[config.mk]
export PLATFORM = sky130hd
export DESIGN_NAME = adder_seq_ctrl
export DESIGN_NICKNAME = d
export VERILOG_FILES = /design/src/rtl/adder_seq_pkg.sv /design/src/rtl/adder_slice.sv /design/src/rtl/adder_seq_ctrl.sv
export SDC_FILE = /design/constraint.sdc
export NUM_CORES = 1
export LEC_CHECK = 0
export BUFFER_PORTS_ARGS = -buffer_cell sky130_fd_sc_hd__buf_2
export CORE_MARGIN = 4
export CORE_UTILIZATION = 57
export DETAILED_ROUTE_END_ITERATION = 16
export PLACE_DENSITY = 0.79
export SYNTH_ARGS = -nofsm -noshare
export SYNTH_HDL_FRONTEND = slang
export SYNTH_SLANG_ARGS = --single-unit
[constraint.sdc]
create_clock -name clk -period 10 [get_ports clk]
set_clock_uncertainty 0.1 [all_clocks]
set_input_delay 1.5 -clock clk [delete_from_list [all_inputs] [get_ports clk]]
set_output_delay 1.5 -clock clk [all_outputs]
set_load 0.03 [all_outputs]
[src/rtl/adder_seq_pkg.sv]
`default_nettype none
// +--------------------------------------------------------------------------+
// | Package : adder_seq_pkg                                                  |
// | Purpose : Shared types and constants for the time-shared wide adder      |
// |           sequencer (adder_seq_ctrl) and its slice adder (adder_slice).  |
// | Contents: state_t       - FSM state encoding (2 bits)                    |
// |           C_DEF_WORDS   - default number of slices per operation         |
// |           C_DEF_SLICE   - default slice adder width in bits              |
// |           idx_width()   - ceil(log2(n)) clamped to a minimum of 1 bit    |
// | Revision: 1.0 - initial release                                          |
// +--------------------------------------------------------------------------+
package adder_seq_pkg;

  typedef enum logic [1:0] {
    S_IDLE = 2'd0,
    S_RUN  = 2'd1,
    S_DONE = 2'd2
  } state_t;

  localparam int C_DEF_WORDS = 4;
  localparam int C_DEF_SLICE = 8;

  // Counter width for values 0..n-1; a single-valued counter still needs one
  // bit so that the register has a legal declaration.
  function automatic int idx_width(input int n);
    return (n > 1) ? $clog2(n) : 1;
  endfunction

endpackage

`default_nettype wire

[src/rtl/adder_slice.sv]
`default_nettype none
// +--------------------------------------------------------------------------+
// | Module  : adder_slice                                                    |
// | Purpose : Combinational WIDTH-bit adder with carry in and carry out.     |
// |           This is the only arithmetic element of the sequencer; it is    |
// |           reused once per cycle for every slice of a wide operation.     |
// | Params  : WIDTH  - slice width in bits                                   |
// | Ports   : a, b   in  WIDTH  slice operands                               |
// |           c_in   in  1      carry into bit 0                             |
// |           sum    out WIDTH  slice sum                                    |
// |           c_out  out 1      carry out of bit WIDTH-1                     |
// | Revision: 1.0 - initial release                                          |
// +--------------------------------------------------------------------------+
module adder_slice
  import adder_seq_pkg::*;
#(
  parameter int WIDTH = C_DEF_SLICE
) (
  input  logic [WIDTH-1:0] a,
  input  logic [WIDTH-1:0] b,
  input  logic             c_in,
  output logic [WIDTH-1:0] sum,
  output logic             c_out
);

  // One extra result bit captures the carry; this maps onto a plain ripple
  // carry chain, which is the path the sequencer is timed against.
  logic [WIDTH:0] w_full;

  assign w_full = {1'b0, a} + {1'b0, b} + {{WIDTH{1'b0}}, c_in};
  assign sum    = w_full[WIDTH-1:0];
  assign c_out  = w_full[WIDTH];

endmodule

`default_nettype wire

[src/rtl/adder_seq_ctrl.sv]
`default_nettype none
// +--------------------------------------------------------------------------+
// | Module  : adder_seq_ctrl                                                 |
// | Purpose : Wide (WORDS*SLICE bit) adder built by time-sharing a single    |
// |           SLICE-bit adder, one slice per cycle, carry chained through a  |
// |           register. Operands arrive on a valid/ready source handshake,   |
// |           the result leaves on a valid/ready sink handshake.             |
// | Params  : WORDS  - slices per operation (>= 1)                           |
// |           SLICE  - slice adder width in bits                             |
// | Ports   : clk, rst          clock, asynchronous active-high reset        |
// |           in_valid/in_ready operand handshake (ready only when idle)     |
// |           a, b, c_in        operands and carry in, latched on accept     |
// |           sub               (ADDER_SEQ_SUB_EN only) 1 = a - b - c_in     |
// |           out_valid/out_ready result handshake                           |
// |           sum, c_out        registered result and top carry              |
// |           busy              high while computing or holding a result     |
// | Config  : define ADDER_SEQ_SUB_EN to add the sub port (subtraction via   |
// |           inverted B slice and inverted initial carry).                  |
// | Revision: 1.0 - initial release                                          |
// +--------------------------------------------------------------------------+
module adder_seq_ctrl
  import adder_seq_pkg::*;
#(
  parameter int WORDS = C_DEF_WORDS,
  parameter int SLICE = C_DEF_SLICE
) (
  input  logic                     clk,
  input  logic                     rst,
  input  logic                     in_valid,
  output logic                     in_ready,
  input  logic [WORDS*SLICE-1:0]   a,
  input  logic [WORDS*SLICE-1:0]   b,
  input  logic                     c_in,
`ifdef ADDER_SEQ_SUB_EN
  input  logic                     sub,
`endif
  output logic                     out_valid,
  input  logic                     out_ready,
  output logic [WORDS*SLICE-1:0]   sum,
  output logic                     c_out,
  output logic                     busy
);

  localparam int C_WIDTH  = WORDS * SLICE;
  localparam int C_IDX_W  = idx_width(WORDS);
  localparam int C_BASE_W = idx_width(C_WIDTH);

  localparam logic [C_IDX_W-1:0] C_LAST_IDX = C_IDX_W'(WORDS - 1);

  // ---------------------------------------------------------------------
  // State and datapath registers
  // ---------------------------------------------------------------------
  state_t               r_state;
  state_t               w_state_next;

  logic [C_WIDTH-1:0]   r_a;
  logic [C_WIDTH-1:0]   r_b;
  logic [C_WIDTH-1:0]   r_sum;
  logic                 r_carry;
  logic                 r_c_out;
  logic [C_IDX_W-1:0]   r_idx;

  logic                 w_accept;
  logic                 w_last;
  logic                 w_carry_init;
  logic [C_BASE_W-1:0]  w_base;
  logic [SLICE-1:0]     w_a_slice;
  logic [SLICE-1:0]     w_b_slice;
  logic [SLICE-1:0]     w_slice_sum;
  logic                 w_slice_cout;

`ifdef ADDER_SEQ_SUB_EN
  logic                 r_sub;

  // a - b - borrow == a + ~b + ~borrow; carry out of 1 then means no borrow.
  assign w_carry_init = sub ? ~c_in : c_in;
  assign w_b_slice    = r_sub ? ~r_b[w_base +: SLICE] : r_b[w_base +: SLICE];
`else
  assign w_carry_init = c_in;
  assign w_b_slice    = r_b[w_base +: SLICE];
`endif

  assign w_accept  = in_valid && in_ready;
  assign w_last    = (r_idx == C_LAST_IDX);
  assign w_base    = C_BASE_W'(r_idx) * C_BASE_W'(SLICE);
  assign w_a_slice = r_a[w_base +: SLICE];

  // ---------------------------------------------------------------------
  // Shared slice adder, fed by the idx-selected operand slices
  // ---------------------------------------------------------------------
  adder_slice #(
    .WIDTH (SLICE)
  ) u_slice (
    .a     (w_a_slice),
    .b     (w_b_slice),
    .c_in  (r_carry),
    .sum   (w_slice_sum),
    .c_out (w_slice_cout)
  );

  // ---------------------------------------------------------------------
  // FSM next-state and handshake outputs
  // ---------------------------------------------------------------------
  always_comb begin
    w_state_next = r_state;
    in_ready     = 1'b0;
    out_valid    = 1'b0;
    busy         = 1'b0;

    case (r_state)
      S_IDLE: begin
        in_ready = 1'b1;
        if (in_valid) begin
          w_state_next = S_RUN;
        end
      end
      S_RUN: begin
        busy = 1'b1;
        if (w_last) begin
          w_state_next = S_DONE;
        end
      end
      S_DONE: begin
        busy      = 1'b1;
        out_valid = 1'b1;
        if (out_ready) begin
          w_state_next = S_IDLE;
        end
      end
      default: begin
        w_state_next = S_IDLE;
      end
    endcase
  end

  // ---------------------------------------------------------------------
  // Sequential state
  // ---------------------------------------------------------------------
  always_ff @(posedge clk or posedge rst) begin
    if (rst) begin
      r_state <= S_IDLE;
      r_a     <= '0;
      r_b     <= '0;
      r_sum   <= '0;
      r_carry <= 1'b0;
      r_c_out <= 1'b0;
      r_idx   <= '0;
`ifdef ADDER_SEQ_SUB_EN
      r_sub   <= 1'b0;
`endif
    end else begin
      r_state <= w_state_next;

      if (w_accept) begin
        r_a     <= a;
        r_b     <= b;
        r_carry <= w_carry_init;
        r_idx   <= '0;
`ifdef ADDER_SEQ_SUB_EN
        r_sub   <= sub;
`endif
      end

      // The result register is overwritten slice by slice; outside RUN it
      // holds the last completed result.
      if (r_state == S_RUN) begin
        r_sum[w_base +: SLICE] <= w_slice_sum;
        r_carry                <= w_slice_cout;
        if (w_last) begin
          r_c_out <= w_slice_cout;
          // Park the counter at 0 so it never steps past WORDS-1.
          r_idx   <= '0;
        end else begin
          r_idx   <= r_idx + 1'b1;
        end
      end
    end
  end

  assign sum   = r_sum;
  assign c_out = r_c_out;

endmodule

`default_nettype wire

* Word level (Yosys, flattened, before mapping)
Index checks and enable logic that the tools add are counted.
Operators by class: muxes and demuxes 13, shifts and indexed selects 4, add/subtract/negate cells 4, reduce and logical (&&, ||, !) cells 6, equal/unequal tests 6
Operators with widths (number):
- $shiftx 32x6->8 | 2
- $bwmux 32 | 1
- $shift 8x7->32 const A | 1
- $shiftx 8x7->32 | 1
- $mux 2 | 6
- $add 8x8->9 | 1
- $add 9x1->9 | 1
- $neg 5->7 | 1
- $ne 2x2->1 const B | 3
- $pmux 2 s3 | 1
- $mux 1 | 5
- $eq 2x2->1 const B | 2
- $reduce_and 3->1 | 1
- $add 2x1->2 const B | 1
- $eq 2x1->1 const B | 1
- $logic_not 2->1 | 1
- $reduce_and 2->1 | 1
- $reduce_bool 2->1 | 1
- $reduce_or 2->1 | 1
- $logic_and 1x1->1 | 1
Storage, ports and cells: output and inout bits 36, flip-flop bits (word level) 102, word-level logic and storage cells 40

* Longest topological paths before layout
Gate-level depths: netlist of run 1.
word-level depth 5, gate-level depth with buffers 10, depth with buffers taken out 8

* Modules after synthesis
A second synthesis of run 1 with hierarchy kept.
Unflattened totals: cells, all modules 317, area total of the unflattened synthesis 4669.5 µm²
Modules (own cells, without submodules):
- adder_seq_ctrl | seq. area each 2552.4 µm², area an instance 4337.9 µm², cells each 277, times used 1
- adder_slice | seq. area each 0.0 µm², area an instance 331.6 µm², cells each 40, times used 1

* Worst setup path before layout of run 1
OpenSTA, ideal clock, no wires.
path type flip-flop to flip-flop, start point reg r_idx[0], end point reg r_sum[14] (netlist: sum[14]), setup slack 6.970 ns, setup time 0.136 ns, cell stages (with the launch flop) 11, arrival time 2.794 ns, period minus slack after synthesis 3.030 ns, path buffers 2, path through dfrtp_1 > buf_2 > buf_2 > mux4_2 > fa_1 > inv_1 > fa_1 > nor2b_1 > o31a_1 > nor3_1 > o31ai_1
Between the ends: cells in the longest elaborated chain, start to end 5
RTL lines:
- start: declaration | RTL line adder_seq_ctrl.sv:61 | logic [C_IDX_W-1:0] r_idx;
- start signal: assignment | RTL line adder_seq_ctrl.sv:174 | r_idx <= r_idx + 1'b1;
- $shiftx 32x6->8, on equally long branches | RTL line adder_seq_ctrl.sv:86, adder_seq_ctrl.sv:80
- $add 8x8->9 | RTL line adder_slice.sv:30 | assign w_full = {1'b0, a} + {1'b0, b} + {{WIDTH{1'b0}}, c_in};
- $add 9x1->9 | RTL line adder_slice.sv:30
- $shiftx 8x7->32 | RTL line adder_seq_ctrl.sv:167 | r_sum[w_base +: SLICE] <= w_slice_sum;
- $bwmux 32 * | RTL line adder_seq_ctrl.sv:167
- end signal: indexed assignment | RTL line adder_seq_ctrl.sv:167
- end: declaration | RTL line adder_seq_ctrl.sv:58 | logic [C_WIDTH-1:0] r_sum;
Mark *: on every way between the ends. The rest lies on a longest branch, timed or not. A chain may end at the register's enable or synchronous reset.

* Final worst setup path of run 1
start point reg r_idx[1], end point reg r_sum[22] (netlist: sum[22])
Same word-level chain as after synthesis.

==> reports/qor.yml, run 1 <==
outcome:
  status: "completed"
timing:
  fin_tns_setup_ps: 0
  post-route-min-period_ps: 3230
  tightestPinTransition_ps: 913
  slew-limit-headroom_pct: 39.1
  max_freq_mhz: 310
  rsz0062_at_grt: "no"
  final_hold_viol_count: 0
  finalSetupViolations: 0
  fin_crit_sh_pct: 32.3
  drv_slew: 0
worst_setup_path:
  cp_common_cell: "fa_1"
  critPathKind: "reg2reg"
  critPathArrivalTime_ps: 3360
  max_stage_delay_ps: 950
  path_cells: "mux4_2 -> fa_1 -> inv_1 -> fa_1 -> nor2b_1 -> o31a_1 -> nor3_1 -> o31ai_1"
  start_kind: "flip-flop"
  cp_max_fo: 21
  endpoint_kind: "flip-flop"
  crit_slowest_cell: "dfrtp_1"
  worstPathRequired_ps: 10130
final_layout:
  design_area_um2: 5560
  seqCellArea_um2: 2550
  layout_commonest_cell: "buf_2"
  fin_nets: 531
  layout-drive-gt1-share_pct: 46.7
  layoutNonFillerInstCount: 550
  multi_input_area_um2: 2060
  final_cell_mix: "buf_2, dfrtp_1, mux2_2, nand2_1"
  synthToLayoutAreaGrowth_pct: 17.7
  n_antenna_cell: 0
  fillers: 599
floorplanning:
  io_pins: 105
  start_util_pct: 59.9
  die_x_um: 99.0
  fp.dieArea_um2: 9810
  die_y_um: 99.0
  rows: 32
  design.core.area_um2: 7890
clock_tree:
  post_cts_resized: 0
  path_clk_slew_ps: 90
  htreeDepth: 3
  postCtsSetupBuffers: 0
  insertion_delay_ps: 350
  hold_buffers: 0
  clockBufferDepth: 2
  numClockSinks: 102
  cts_buffers: 9
  clock-root-buffer: "clkbuf_8"
  cts_tree: "yes"
flow_run:
  maxCapViolations: 0
routing:
  viasPerCell: 5.76
  wl_per_cell_um: 18.1
  route.detailed.drc: 0
  antenna_left: 0
  vias: 3170
  wl_mm: 9.96
  dr.pass1.iters: 6
  drtIter0Drc: 117
power_and_ir_drop:
  p_leak_nw: 2.64
  p_per_area_nw_per_um2: 403
  max-vdd-ir-drop_mv: 0.217
  power_mw: 2.24
place:
  dp_hpwl_mm: 7.33
  gp_congestion: 0.865
  numPortBuffers: 104
  place_area_um2: 5320
  dp_cells: 535
global_route:
  gr-usage-all-layers_pct: 21.3
  grt_pass1_vias: 3299
  grt_max_degree: 68
  grt_antenna_before_repair: 0
  overflow: 0
  grt_first_pass_wirelength_mm: 16.5
logic_synthesis:
  synth-async-reset-ratio_pct: 100
  synth-edff-count: 0
  ys_ff_latch: 102
  ys_seq_area_share_pct: 54.0
  netlist_instances: 341
  syn_area_per_cell_um2: 13.9
  synth-main-ff-cell: "dfrtp_1"
  synth_cell_type_count: 42
  synth_nets: 428
  yosysWarnings: 0
  synth_area_um2: 4720
min_path:
  hold_class: "reg2reg"
cells in the mapped netlist (2+ instances only):
cell type | number | area share, %
nand3_1 | 3 | 0.32
o21ai_0 | 11 | 1.2
o21a_1 | 3 | 0.48
o31ai_1 | 12 | 1.9
nand2b_1 | 2 | 0.26
mux4_2 | 16 | 7.6
clkbuf_1 | 3 | 0.24
nor3_1 | 4 | 0.42
mux2_2 | 65 | 15
buf_4 | 2 | 0.32
nand2_1 | 28 | 2.2
a22o_1 | 16 | 3.0
dfrtp_1 | 102 | 54
inv_1 | 11 | 0.87
buf_2 | 9 | 0.95
nor2_1 | 4 | 0.32
a21o_1 | 2 | 0.32
nor2b_1 | 3 | 0.40
a21oi_1 | 4 | 0.42
ha_1 | 16 | 4.2
xnor2_1 | 2 | 0.37
nor3b_1 | 2 | 0.32
fa_1 | 2 | 0.85
metrics by stage:
stage	hold slack (ps)	setup slack [ps]	utilization, %
2_1_floorplan	374	5720	-
3_3_place_gp	360	6840	67.5
3_5_place_dp	369	6790	67.5
4_1_cts	390	6790	70.5
5_1_grt	412	6530	70.5
6_report	384	6770	70.5
power by group:
part           switching [mW]  internal [mW]
registers               0.110          0.606
clock network           0.139          0.165
logic                   0.698          0.521
total                   0.947           1.29
state kept, by name (all words and copies together) (netlist names):
name	flops
r_a	32
r_b	32
sum	32
r_idx	2
r_state	2
c_out	1
r_carry	1
per-layer routing:
| metal | up-vias | track usage [%] | wire length [um] | part of all wire, % |
|---|---|---|---|---|
| met2 | 111 | 34.2 | 4900 | 49 |
| met5 | - | 0 | 0 | 0 |
| met1 | 1586 | 29.7 | 4260 | 43 |
| met3 | 14 | 4.18 | 650 | 6.5 |
| li1 | 1459 | - | - | - |
| met4 | 0 | 6.41 | 143 | 1.4 |
worst max-delay path, delay by kind of cell (launching register included):
family | cells | cell delay, ps
buf+inv | 1 | 90
compound gates | 2 | 410
fa+ha+maj | 2 | 660
simple gates | 2 | 460
flops | 1 | 950
mux | 1 | 430
cell type report:
| cell class | instances | area share (%) |
|---|---|---|
| Timing Repair Buffer | 107 | 9.77 |
| Clock buffer | 9 | 2.23 |
| Tap cell | 102 | 2.30 |
| Clock inverter | 6 | 2.00 |
| Inverter | 11 | 0.788 |
| Multi-Input combinational cell | 213 | 37.0 |
| Sequential cell | 102 | 45.9 |
worst paths after layout:
| kind | start | end | slack [ps] | cells after the start |
|---|---|---|---|---|
| worst max-delay path | r_idx[1] | sum[22] | 6770 | 8 |
| worst min-delay path | sum[31] | sum[31] | 380 | 2 |
| worst max register to register | r_idx[1] | sum[22] | 6770 | 8 |
| worst min register to register | sum[31] | sum[31] | 380 | 2 |
| max in group asynchronous | rst | r_a[11] | 7600 | 3 |
| min in group asynchronous | rst | sum[30] | 1100 | 2 |
kinds of logic (layout without fill, tap and decap cells):
logic type               Yosys count  in the layout  synth area share [%]
AND/OR/NAND/NOR                   55             55                  5.99
adder cells (fa/ha/maj)           18             18                  5.09
AO/OA/AOI/OAI                     56             56                  8.72
XOR/XNOR                           2              2                 0.371
multiplexers                      82             82                  23.3
flip-flops                       102            102                  54.0
buffers and inverters             26            133                  2.46
Note: power is estimated with default switching activity, not from simulation.
==> run 2, diff against run 1 <==
--- a/config.mk
+++ b/config.mk
@@ -7,9 +7,9 @@
 export LEC_CHECK = 0
 export BUFFER_PORTS_ARGS = -buffer_cell sky130_fd_sc_hd__buf_2
 export CORE_MARGIN = 4
-export CORE_UTILIZATION = 57
+export CORE_UTILIZATION = 49
 export DETAILED_ROUTE_END_ITERATION = 16
-export PLACE_DENSITY = 0.79
+export PLACE_DENSITY = 0.72
 export SYNTH_ARGS = -nofsm -noshare
 export SYNTH_HDL_FRONTEND = slang
 export SYNTH_SLANG_ARGS = --single-unit
==> constraint.sdc (replaced) <==
create_clock -name clk -period 2.7 [get_ports clk]
set_clock_uncertainty 0.1 [all_clocks]
set_input_delay 0.405 -clock clk [delete_from_list [all_inputs] [get_ports clk]]
set_output_delay 0.405 -clock clk [all_outputs]
set_load 0.03 [all_outputs]
==> run 2 against run 1 <==
The flow now finishes with violations (setup timing). Via count rose by 1.7%. Setup slack got worse by 6800 ps. Critical path depth did not move. Cell area rose by 3.7%. Clock power rose to 2.9 times the previous value. Sequential power rose to 3.7 times the previous value.
==> reports/qor.yml, run 2 (synthesis results as in run 1) <==
floorplanning:
  die_x_um: 106  # was 99.0 um
  design.core.area_um2: 9330  # was 7890 um^2
  io_pins: 105  # unchanged
  die_y_um: 106  # was 99.0 um
  start_util_pct: 50.6  # was 59.9%
  rows: 35  # was 32
  fp.dieArea_um2: 11300  # was 9810 um^2
worst_setup_path:
  cp_max_fo: 6  # was 21
  max_stage_delay_ps: 540  # was 950 ps
  critPathArrivalTime_ps: 2880  # was 3360 ps
  worstPathRequired_ps: 2860  # was 10130 ps
  cp_common_cell: "fa_2"  # was fa_1
  critPathTopFamily: "compound AO/OA/AOI/OAI gates"  # was flip-flops
  crit_slowest_cell: "mux4_2"  # was dfrtp_1
  path_buf_inv: 1  # unchanged
  start_kind: "flip-flop"  # unchanged
  critPathKind: "reg2reg"  # unchanged
  path_cells: "mux4_2 -> fa_2 -> inv_2 -> fa_2 -> nor2b_2 -> o31a_1 -> o21a_1 -> o31ai_2"  # was mux4_2 -> fa_1 -> inv_1 -> fa_1 -> nor2b_1 -> o31a_1 -> nor3_1 -> o31ai_1
  endpoint_kind: "flip-flop"  # unchanged
routing:
  vias: 3224  # was 3170
  antenna_left: 0  # unchanged
  drtIter0Drc: 131  # was 117
  dr.pass1.iters: 4  # was 6
  viasPerCell: 5.43  # was 5.76
  wl_per_cell_um: 17.7  # was 18.1 um
  wl_mm: 10.5  # was 9.96 mm
  route.detailed.drc: 0  # unchanged
final_layout:
  synthToLayoutAreaGrowth_pct: 22.1  # was 17.7%
  fin_nets: 548  # was 531
  layout_commonest_cell: "buf_2"  # unchanged
  fillers: 749  # was 599
  n_antenna_cell: 0  # unchanged
  layout-drive-gt1-share_pct: 52.0  # was 46.7%
  final_cell_mix: "buf_2, dfrtp_1, mux2_2, nand2_1"  # unchanged
global_route:
  grt_first_pass_wirelength_mm: 17.3  # was 16.5 mm
  grt_max_degree: 55  # was 68
  gr-usage-all-layers_pct: 19.7  # was 21.3%
  grt_pass1_vias: 3390  # was 3299
  overflow: 0  # unchanged
  grt_antenna_before_repair: 0  # unchanged
timing:
  rsz0062_at_grt: "yes"  # was no
  tightestPinTransition_ps: 474  # was 913 ps
  fin_crit_sh_pct: 101  # was 32.3%
  final_hold_viol_count: 0  # unchanged
  max_freq_mhz: 368  # was 310 MHz
  finalSetupViolations: 2  # was 0
  timing.final.ws_setup_ps: -21.1  # was 6770 ps
  drv_slew: 0  # unchanged
  whs_ps: 169  # was 384 ps
  slew-limit-headroom_pct: 68.3  # was 39.1%
  post-route-min-period_ps: 2720  # was 3230 ps
outcome:
  status: "finished, violations left"  # was completed
  violations: "setup timing"
power_and_ir_drop:
  clock_power_share_pct: 9.9  # was 13.6%
  p_int_mw: 5.04  # was 1.29 mW
  max-vdd-ir-drop_mv: 0.645  # was 0.217 mV
  p_leak_nw: 2.71  # was 2.64 nW
  switching_share_pct: 42.8  # was 42.3%
  p_seq_share_pct: 30.5  # was 32.0%
  p_switching_mw: 3.76  # was 0.947 mW
  p_comb_share_pct: 59.6  # was 54.4%
  p_per_area_nw_per_um2: 1530  # was 403 nW/um^2
place:
  gp_congestion: 0.897  # was 0.865
  numPortBuffers: 104  # unchanged
  dp_hpwl_mm: 8.08  # was 7.33 mm
  dp_worst_setup_slack_ps: -84.6  # was 6790 ps
clock_tree:
  path_clk_slew_ps: 90  # about the same
  numClockSinks: 102  # unchanged
  cts_buffers: 9  # unchanged
  insertion_delay_ps: 360  # was 350 ps
  htreeDepth: 3  # unchanged
  clockBufferDepth: 2  # unchanged
  clock-root-buffer: "clkbuf_8"  # unchanged
  cts_tree: "yes"  # unchanged
flow_run:
  maxCapViolations: 0  # unchanged
min_path:
  hold_class: "in2reg"  # was reg2reg
## run 2: power by group through the flow
| stage | registers (mW) | logic (mW) | clock network [mW] |
|---|---|---|---|
| floorplan | 2.92 | 3.19 | 0 |
| global placement | 2.68 | 4.75 | 0 |
| detailed placement | 2.71 | 4.86 | 0 |
| CTS | 2.68 | 4.92 | 0.892 |
| global route | 2.77 | 5.70 | 0.959 |
| finish | 2.68 | 5.24 | 0.870 |
## run 2: final timing paths
| kind | startpoint | endpoint | slack, ps | cells after the start |
|---|---|---|---|---|
| worst max-delay path | r_idx[0] | sum[6] | -20 | 8 |
| worst min-delay path | b[10] | r_b[10] | 170 | 2 |
| worst max register to register | r_idx[0] | sum[6] | -20 | 8 |
| worst min register to register | sum[9] | sum[9] | 390 | 2 |
| max in group asynchronous | rst | sum[13] | 1230 | 4 |
| min in group asynchronous | rst | r_b[17] | 510 | 3 |
## run 2: through the flow
| step | TNS, ps | utilization, % | cell area [um^2] | total power, mW | std cells |
|---|---|---|---|---|---|
| 2_1_floorplan | -142 | - | 4750 | 6.11 | 341 |
| 3_3_place_gp | 0 | 58.8 | 5490 | 7.43 | 576 |
| 3_5_place_dp | -765 | 58.8 | 5490 | 7.57 | 576 |
| 4_1_cts | 0 | 60.9 | 5680 | 8.49 | 592 |
| 5_1_grt | -522 | 61.8 | 5770 | 9.42 | 594 |
| 6_report | -22.4 | 61.8 | 5770 | 8.80 | 594 |
## run 2: routing by layer
metal,share of wire [%],GRT usage (%),vias to the layer above
li1,-,-,1489
met4,2.6,8.51,0
met5,0,0,-
met2,48,30.7,99
met1,45,26.9,1617
met3,5.0,3.89,19
## run 2: layout make-up
| cell class | count | area [um^2] | share of cell area, % |
|---|---|---|---|
| clock inverters | 5 | 35.0 | 0.608 |
| well taps | 129 | 161 | 2.80 |
| inverters | 11 | 45.0 | 0.781 |
| clock buffers | 10 | 138 | 2.39 |
| repair buffers | 124 | 697 | 12.1 |
| flip-flops and latches | 102 | 2550 | 44.3 |
| multi-input cells | 213 | 2140 | 37.1 |
## run 2: what timing repair did
item | CTS | global route
resized for setup | 3 | 16
hold buffers | 1 | 0
hold endpoints to repair | 19 | 0
endpoints found under the setup margin | 14 | 19
pin swaps | 1 | 4
buffers inserted | 0 | 2
## run 2: worst register-to-register path, delay by kind of cell (launching register included)
family | cells | cell delay [ps]
compound gates | 3 | 770
fa+ha+maj | 2 | 620
mux | 1 | 540
flops | 1 | 470
buf+inv | 1 | 70
simple gates | 1 | 50
==> run 3, diff against run 2 <==
--- a/config.mk
+++ b/config.mk
@@ -10,6 +10,7 @@
 export CORE_UTILIZATION = 49
 export DETAILED_ROUTE_END_ITERATION = 16
 export PLACE_DENSITY = 0.72
+export RECOVER_POWER = 100
 export SYNTH_ARGS = -nofsm -noshare
 export SYNTH_HDL_FRONTEND = slang
 export SYNTH_SLANG_ARGS = --single-unit
==> run 3 against run 2 <==
The flow still finishes with violations (setup timing). Non-clock buffer count is the same. Worst hold slack lost 1.8 ps. Fmax grew 0.46%. Core utilization shrank 0.87 points. Power shrank 1.0%. Global-route usage is the same. Cell area shrank 1.4%. Register-to-register slack is essentially flat. Critical endpoint unchanged.
==> reports/qor.yml, run 3 (synthesis results as in run 1) <==
power_and_ir_drop:
  max-vdd-ir-drop_mv: 0.641  # was 0.645 mV
  p_per_area_nw_per_um2: 1530  # about the same
  p_leak_nw: 2.55  # was 2.71 nW
global_route:
  grt_max_degree: 55  # unchanged
  grt_first_pass_wirelength_mm: 17.3  # unchanged
  grt_pass1_vias: 3390  # unchanged
  overflow: 0  # unchanged
  grt_antenna_before_repair: 0  # unchanged
  gr-usage-all-layers_pct: 19.7  # unchanged
final_layout:
  synthToLayoutAreaGrowth_pct: 20.4  # was 22.1%
  final_cell_mix: "dfrtp_1, buf_2, mux2_2, clkbuf_1, nand2_1"  # was buf_2, dfrtp_1, mux2_2, nand2_1
  fillers: 773  # was 749
  n_antenna_cell: 0  # unchanged
  layout_commonest_cell: "dfrtp_1"  # was buf_2
  layout-drive-gt1-share_pct: 43.4  # was 52.0%
  fin_nets: 548  # unchanged
  final_util_pct: 61.0  # was 61.8%
worst_setup_path:
  critPathLaunch: "r_idx[0]"  # unchanged
  path_cells: "mux4_2 -> fa_2 -> inv_2 -> fa_2 -> nor2b_2 -> o31a_1 -> o21a_1 -> o31ai_2"  # unchanged
  max_stage_delay_ps: 540  # about the same
  cp_max_fo: 6  # unchanged
  critPathArrivalTime_ps: 2870  # was 2880 ps
  worstPathRequired_ps: 2860  # about the same
  critPathKind: "reg2reg"  # unchanged
  r2r-start: "r_idx[0]"  # unchanged
  cp_common_cell: "fa_2"  # unchanged
  critPathTopFamily: "compound AO/OA/AOI/OAI gates"  # unchanged
  start_kind: "flip-flop"  # unchanged
  endpoint_kind: "flip-flop"  # unchanged
  crit_slowest_cell: "mux4_2"  # unchanged
  path_buf_inv: 1  # unchanged
routing:
  drtIter0Drc: 126  # was 131
  wl_mm: 10.5  # about the same
  viasPerCell: 5.41  # was 5.43
  wl_per_cell_um: 17.7  # about the same
  dr.pass1.iters: 4  # unchanged
  vias: 3216  # was 3224
  antenna_left: 0  # unchanged
  route.detailed.drc: 0  # unchanged
floorplanning:
  die_y_um: 106  # unchanged
  die_x_um: 106  # unchanged
  rows: 35  # unchanged
  start_util_pct: 50.6  # unchanged
  fp.dieArea_um2: 11300  # unchanged
  io_pins: 105  # unchanged
  design.core.area_um2: 9330  # unchanged
clock_tree:
  path_clk_slew_ps: 100  # was 90 ps
  clockBufferDepth: 2  # unchanged
  clock-root-buffer: "clkbuf_8"  # unchanged
  numClockSinks: 102  # unchanged
  insertion_delay_ps: 360  # about the same
  cts_buffers: 9  # unchanged
  htreeDepth: 3  # unchanged
  cts_tree: "yes"  # unchanged
timing:
  timing.final.ws_setup_ps: -8.52  # was -21.1 ps
  tightestPinTransition_ps: 944  # was 474 ps
  max_freq_mhz: 369  # was 368 MHz
  finalSetupViolations: 1  # was 2
  fin_crit_sh_pct: 100  # was 101%
  final_hold_viol_count: 0  # unchanged
  whs_ps: 167  # was 169 ps
  drv_slew: 0  # unchanged
  rsz0062_at_grt: "yes"  # unchanged
  post-route-min-period_ps: 2710  # was 2720 ps
  slew-limit-headroom_pct: 36.7  # was 68.3%
place:
  numPortBuffers: 104  # unchanged
  dp_hpwl_mm: 8.08  # unchanged
  gp_congestion: 0.897  # unchanged
min_path:
  hp-start: "a[31]"  # was b[10]
  hold_class: "in2reg"  # unchanged
outcome:
  violations: "setup timing"  # unchanged
  status: "finished, violations left"  # unchanged
flow_run:
  maxCapViolations: 0  # unchanged
[run 3: changes by cell type in the layout (fill, tap and decap cells not counted), sizes merged]
| cell | before | now |
|---|---|---|
| clkbuf | 10 | 52 |
| buf | 123 | 81 |
[run 3: metal layers]
metal  track usage (%)  routed length, um
met1              26.9               4720
met2              30.7               5030
met3              3.89                515
met4              8.51                277
met5                 0                  0
[run 3: layout make-up]
| class | count | area (um^2) | area share [%] |
|---|---|---|---|
| inverters | 11 | 42.5 | 0.748 |
| well taps | 129 | 161 | 2.84 |
| clock inverters | 5 | 35.0 | 0.616 |
| repair buffers | 124 | 627 | 11.0 |
| flip-flops and latches | 102 | 2550 | 44.9 |
| multi-input cells | 213 | 2130 | 37.4 |
| clock buffers | 10 | 138 | 2.42 |
[run 3: worst reg2reg max path, stage by stage (launching register included)]
cell and delay [ps]:
dfrtp_2 470, mux4_2 540, fa_2 410, inv_2 70, fa_2 210, nor2b_2 50
o31a_1 280, o21a_1 240, o31ai_2 250
[run 3: through the flow]
stage / total power, mW / area, um^2 / setup TNS [ps] / instances / setup WS (ps)
3_3_place_gp: 7.43 / 5490 / 0 / 576 / 7.96
4_1_cts: 8.49 / 5680 / 0 / 592 / 21.2
3_5_place_dp: 7.57 / 5490 / -765 / 576 / -84.6
2_1_floorplan: 6.11 / 4750 / -142 / 341 / -46.7
6_report: 8.71 / 5690 / -8.52 / 594 / -8.52
5_1_grt: 9.34 / 5690 / -523 / 594 / -91.2
[run 3: what timing repair did]
item                                    CTS  global route
hold buffers                              1             0
buffers inserted                          0             2
gates cloned                              0             0
resized for setup                         3            16
hold endpoints to repair                 19             0
endpoints found under the setup margin   14            19
pin swaps                                 1             4
[run 3: path summary, 6_finish.rpt]
| path | endpoint | slack (ps) | cells past startpoint |
|---|---|---|---|
| setup / recovery | sum[6] | -9 | 8 |
| hold / removal | r_a[31] | 170 | 2 |
| setup reg to reg | sum[6] | -9 | 8 |
| hold reg to reg | sum[9] | 400 | 2 |
| max in group asynchronous | sum[13] | 610 | 4 |
| min in group asynchronous | r_b[17] | 620 | 3 |
[run 3: report_power, final]
part,switching [mW],internal [mW]
clock network,0.512,0.357
logic,2.81,2.34
registers,0.439,2.25
